`config.mk`:
```
export PLATFORM = sky130hd
export DESIGN_NAME = moore_seq_gen
export DESIGN_NICKNAME = d
export VERILOG_FILES = /design/src/rtl/moore_seq_pkg.sv /design/src/rtl/seq_piso.sv /design/src/rtl/moore_seq_gen.sv
export SDC_FILE = /design/constraint.sdc
export NUM_CORES = 1
export LEC_CHECK = 0
export ABC_AREA = 1
export CAP_MARGIN = 20
export CORE_MARGIN = 2
export CORE_UTILIZATION = 26
export CTS_CLUSTER_DIAMETER = 60
export DETAILED_ROUTE_END_ITERATION = 16
export GPL_TIMING_DRIVEN = 0
export RECOVER_POWER = 100
export SYNTH_ARGS = -nofsm -noshare
export SYNTH_HDL_FRONTEND = slang
export SYNTH_SLANG_ARGS = --single-unit
```
`constraint.sdc`:
```
create_clock -name clk -period 2.59 [get_ports clk]
set_clock_uncertainty 0.05 [all_clocks]
set_input_delay 0.518 -clock clk [delete_from_list [all_inputs] [get_ports clk]]
set_output_delay 0.518 -clock clk [all_outputs]
set_load 0.05 [all_outputs]
```
`src/rtl/moore_seq_pkg.sv`:
```
// Shared types and constants for the moore_seq_gen serial frame generator.
package moore_seq_pkg;

    typedef enum logic [2:0] {
        ST_IDLE = 3'd0,
        ST_PRE0 = 3'd1,
        ST_PRE1 = 3'd2,
        ST_PRE2 = 3'd3,
        ST_DATA = 3'd4,
        ST_PAR  = 3'd5,
        ST_GAP  = 3'd6
    } state_t;

    localparam int unsigned PRE_LEN = 3;
    localparam logic [PRE_LEN-1:0] PREAMBLE = 3'b101;

    // Clamped to 1 so a 1-bit payload still gets a legal counter width.
    function automatic int unsigned bit_cnt_w(input int unsigned data_w);
        return (data_w > 1) ? $clog2(data_w) : 1;
    endfunction

    function automatic int unsigned gap_cnt_w(input int unsigned gap_len);
        return $clog2(gap_len + 1);
    endfunction

endpackage

```
`src/rtl/seq_piso.sv`:
```
// Parallel-in/serial-out shift register; shifts left, MSB is the serial output.
module seq_piso #(
    parameter int unsigned DATA_W = 8
) (
    input  logic              clk,
    input  logic              rst,
    input  logic              load,
    input  logic              shift,
    input  logic [DATA_W-1:0] data_in,
    output logic              msb
);

    logic [DATA_W-1:0] r_shreg;

    always_ff @(posedge clk) begin
        if (rst) begin
            r_shreg <= '0;
        end else if (load) begin
            r_shreg <= data_in;
        end else if (shift) begin
            r_shreg <= r_shreg << 1;
        end
    end

    assign msb = r_shreg[DATA_W-1];

endmodule

```
`src/rtl/moore_seq_gen.sv`:
```
// Moore serial frame generator: preamble 101, payload MSB first, optional
// even parity, then GAP_LEN idle zeros.
module moore_seq_gen
    import moore_seq_pkg::*;
#(
    parameter int unsigned DATA_W    = 8,
    parameter bit          PARITY_EN = 1'b1,
    parameter int unsigned GAP_LEN   = 2
) (
    input  logic              clk,
    input  logic              rst,
    input  logic [DATA_W-1:0] data_in,
    input  logic              valid_in,
    output logic              ready,
    output logic              x,
    output logic              busy,
    output logic              done
);

    localparam int unsigned CNT_W = bit_cnt_w(DATA_W);
    localparam int unsigned GAP_W = gap_cnt_w(GAP_LEN);
    localparam logic [CNT_W-1:0] BIT_LAST = CNT_W'(DATA_W - 1);
    localparam logic [GAP_W-1:0] GAP_LAST = GAP_W'(GAP_LEN - 1);

    state_t           r_state;
    state_t           w_next;
    logic [CNT_W-1:0] r_bit_cnt;
    logic [GAP_W-1:0] r_gap_cnt;
    logic             r_par;
    logic             w_load;
    logic             w_shift;
    logic             w_msb;

    assign w_load  = (r_state == ST_IDLE) && valid_in;
    assign w_shift = (r_state == ST_DATA);

    seq_piso #(
        .DATA_W (DATA_W)
    ) u_piso (
        .clk     (clk),
        .rst     (rst),
        .load    (w_load),
        .shift   (w_shift),
        .data_in (data_in),
        .msb     (w_msb)
    );

    always_ff @(posedge clk) begin
        if (rst) begin
            r_state <= ST_IDLE;
        end else begin
            r_state <= w_next;
        end
    end

    // Counters are preloaded on the edge that enters their state, so the
    // terminal test in that state is a simple compare against zero.
    always_ff @(posedge clk) begin
        if (rst) begin
            r_bit_cnt <= '0;
            r_gap_cnt <= '0;
            r_par     <= 1'b0;
        end else begin
            if (w_load) begin
                r_par <= ^data_in;
            end
            if (r_state == ST_PRE2) begin
                r_bit_cnt <= BIT_LAST;
            end else if (r_state == ST_DATA && r_bit_cnt != '0) begin
                r_bit_cnt <= r_bit_cnt - 1'b1;
            end
            if (w_next == ST_GAP && r_state != ST_GAP) begin
                r_gap_cnt <= GAP_LAST;
            end else if (r_state == ST_GAP && r_gap_cnt != '0) begin
                r_gap_cnt <= r_gap_cnt - 1'b1;
            end
        end
    end

    always_comb begin
        w_next = r_state;
        ready  = 1'b0;
        busy   = 1'b1;
        done   = 1'b0;
        x      = 1'b0;
        case (r_state)
            ST_IDLE: begin
                ready = 1'b1;
                busy  = 1'b0;
                if (valid_in) w_next = ST_PRE0;
            end
            ST_PRE0: begin
                x      = PREAMBLE[PRE_LEN-1];
                w_next = ST_PRE1;
            end
            ST_PRE1: begin
                x      = PREAMBLE[PRE_LEN-2];
                w_next = ST_PRE2;
            end
            ST_PRE2: begin
                x      = PREAMBLE[PRE_LEN-3];
                w_next = ST_DATA;
            end
            ST_DATA: begin
                x = w_msb;
                if (r_bit_cnt == '0) w_next = PARITY_EN ? ST_PAR : ST_GAP;
            end
            ST_PAR: begin
                x      = r_par;
                w_next = ST_GAP;
            end
            ST_GAP: begin
                if (r_gap_cnt == '0) begin
                    done   = 1'b1;
                    w_next = ST_IDLE;
                end
            end
            default: begin
                busy   = 1'b0;
                w_next = ST_IDLE;
            end
        endcase
    end

endmodule

```
==> run_results.csv <==
group,metric,value,unit
critical_path,crit_fanout,10,
route,vias_per_cell,4.36,
logic_synthesis,synthAdderAreaFrac,3.68,%
floorplan,core,3720,um2
power_and_ir_drop,power_density,556,nW/um2
critical_path,cp_data_arrival_time,1860,ps
clocking,tritoncts,"yes",
critical_path,cp-start-kind,"flip-flop",
route,highest_layer,"met4",
clocking,clock_path_buffers,2,
placement,gp_congestion,0.718,
route,detail_route.wl_per_cell,8.71,um
critical_path,path_class,"reg -> out",
logic_synthesis,synth_compound_area_share,13.2,%
logic_synthesis,syn_area,1020,um2
clocking,clkLatencyLatePin,250,ps
layout,ff_latch_area,340,um2
clocking,clkTransAtPathRegs,60,ps
logic_synthesis,synth_area_leader_cell,"dfxtp_1",
critical_path,required,2020,ps
flow_run,cap_violations,0,
logic_synthesis,synth_mux_area_share,0,%
logic_synthesis,synth_edf_count,0,
global_routing,grt_overflow,0,
layout,area_growth_syn_to_layout,22.2,%
timing,maxSlewViolCount,0,
power_and_ir_drop,p_seq_share,43.3,%
route,wl_met1,998,um
logic_synthesis,synthesis.nets,175,
timing,finalCritPeriodShare,93.9,%
logic_synthesis,synth-xor-area-share,0.858,%
clocking,numCtsBuffers,3,
logic_synthesis,synth_top_family_by_area,"simple AND/OR/NAND/NOR gates",
run_status,status,"finished clean",
layout,mostFrequentLayoutCells,"nand2_1 (63), inv_1 (21), dfxtp_1 (17)",
placement,io_buffers,13,
floorplan,die_h,66.7,um
timing,post-route-min-period,2430,ps
timing,clock.fmax,0.411,GHz
route,routed_wl,1970,um
critical_path,reg2reg_setup_slack,1110,ps
logic_synthesis,synth_area_leaders,"dfxtp_1 (33%), nand2_1 (23%), inv_1 (7.7%), nand3_1 (6.4%), a21oi_1 (4.9%)",
logic_synthesis,ys_warn_count,0,
power_and_ir_drop,swShare,33.1,%
layout,diodes,0,
clocking,postCtsSetupBuffers,0,
layout,n_fill_cell,414,
global_routing,first_global_vias,849,
floorplan,initial_core_util,27.5,%
worst_hold_path,hp-class,"reg -> reg",
power_and_ir_drop,p_leak,0.570,nW
clocking,numClockSinks,17,
clocking,cts_root_buf,"clkbuf_8",
power_and_ir_drop,p_sw,0.000229,W
layout,post-route-util,33.6,%
timing,hold_viol_final,0,
floorplan,io_pins,15,
power_and_ir_drop,p_clk_share,28.3,%
floorplan,num_rows,22,
route,drt-initial-drc-count,49,
layout,multiInputGateArea,558,um2
logic_synthesis,synth_cell_type_count,24,
power_and_ir_drop,internal-power,0.000464,W
logic_synthesis,ys.flop_type,"dfxtp_1",
power_and_ir_drop,comb_power_share,28.5,%
layout,final_common_cell,"nand2_1",
global_routing,grt_pass1_wl,3550,um
logic_synthesis,ys_ff_latch,17,
route,wl_met2,863,um
global_routing,antenna_found_initial,0,
placement,place_hpwl,1550,um
timing,setup_violations,0,
floorplan,die_w,66.7,um
critical_path,endpoint_kind,"output port",
route,drc,0,
logic_synthesis,synth.avg_cell_area,6.34,um2
route,firstDrtPassIters,4,
floorplan,die-area,4440,um2
logic_synthesis,synth_cells,161,
power_and_ir_drop,ir_drop,0.188,mV
logic_synthesis,synth-seq-area-share,33.3,%
route,num_vias,986,
global_routing,grtUsageTotal,10.4,%
layout,drive_above_1_share,8.43,%
route,final_antenna_net_count,0,
layout,nets,193,
clocking,htreeDepth,1,
timing,relSlewSlack,60.1,%
logic_synthesis,netlist.area_leader.share,33.3,%
timing,finalSetupTns,0,ps
logic_synthesis,synthArstFlopShare,0,%
global_routing,grt_max_degree,11,
logic_synthesis,yosys.area_share.simple,37.6,%
route,routed-wl-met3,92,um
timing,tightest_slew,597,ps
timing,rsz0062_at_grt,"no",
## sequential cells by signal, indices dropped and copies added, names as in the netlist
signal	cells
r_gap_cnt	2
r_par	1
u_piso.r_shreg	8
r_state	3
r_bit_cnt	3
## power groups by stage
stage | Combinational (W) | Clock, W | Sequential (W)
2_1_floorplan | 0.000149 | 0 | 0.000302
6_report | 0.000197 | 0.000196 | 0.000300
3_5_place_dp | 0.000209 | 0 | 0.000305
3_3_place_gp | 0.000208 | 0 | 0.000305
5_1_grt | 0.000222 | 0.000212 | 0.000303
4_1_cts | 0.000207 | 0.000201 | 0.000300
## worst paths after layout
kind / startpoint / depth (start not counted) / to
max: r_state[2] / 6 / x
min: r_bit_cnt[1] / 2 / r_bit_cnt[1]
max reg2reg: r_state[0] / 6 / r_par
min reg2reg: r_bit_cnt[1] / 2 / r_bit_cnt[1]
## metrics by stage
step | cells | total power, W | hold slack, ps | setup WS (ps) | cell area, um2
finish | 226 | 0.000694 | 416 | 158 | 1250
global route | 226 | 0.000738 | 452 | 41.5 | 1250
CTS | 226 | 0.000708 | 419 | 128 | 1250
detailed placement | 222 | 0.000514 | 410 | 115 | 1210
global placement | 222 | 0.000513 | 405 | 112 | 1210
floorplan | 161 | 0.000452 | 394 | 407 | 1020
## timing repair
action,CTS,global route
resized for setup,1,0
hold buffers,0,0
setup endpoints to repair,1,0
## cell usage after synthesis, types with 2 or more instances
cell and instances:
ha_1 3, dfxtp_1 17, inv_2 3, a21oi_1 10, a31oi_1 8, nor3_1 2
inv_1 21, nand2_1 63, nand3_1 13, o21ai_0 2, nand2_2 2, nor2_1 4
clkbuf_1 2
## critical path, stage by stage (launching register included)
cell	delay, ps
dfxtp_1	430
nand2_2	100
nor2_2	140
buf_6	170
inv_4	60
o221ai_1	160
dlygate4sd2_1	550
## layer usage
metal | vias to the layer above | track usage, %
met5 | - | 0
met4 | 0 | 3.06
met3 | 2 | 3.55
met2 | 22 | 16.5
met1 | 420 | 13.2
li1 | 542 | -
## final cells by class
type | instances | share of cell area [%]
plain buffers | 3 | 1.50
clock buffers | 4 | 3.61
inverters | 25 | 7.72
multi-input cells | 116 | 44.7
flip-flops and latches | 17 | 27.3
well taps | 48 | 4.81
repair buffers | 13 | 10.3
## cell families (layout without fill, tap and decap cells)
family          Yosys count  count (layout)
flops                    17              17
xor+xnor                  1               1
fa+ha+maj                 3               3
buf+inv                  28              45
compound gates           23              23
simple gates             89              89
Power figures use the tool's default switching activity.
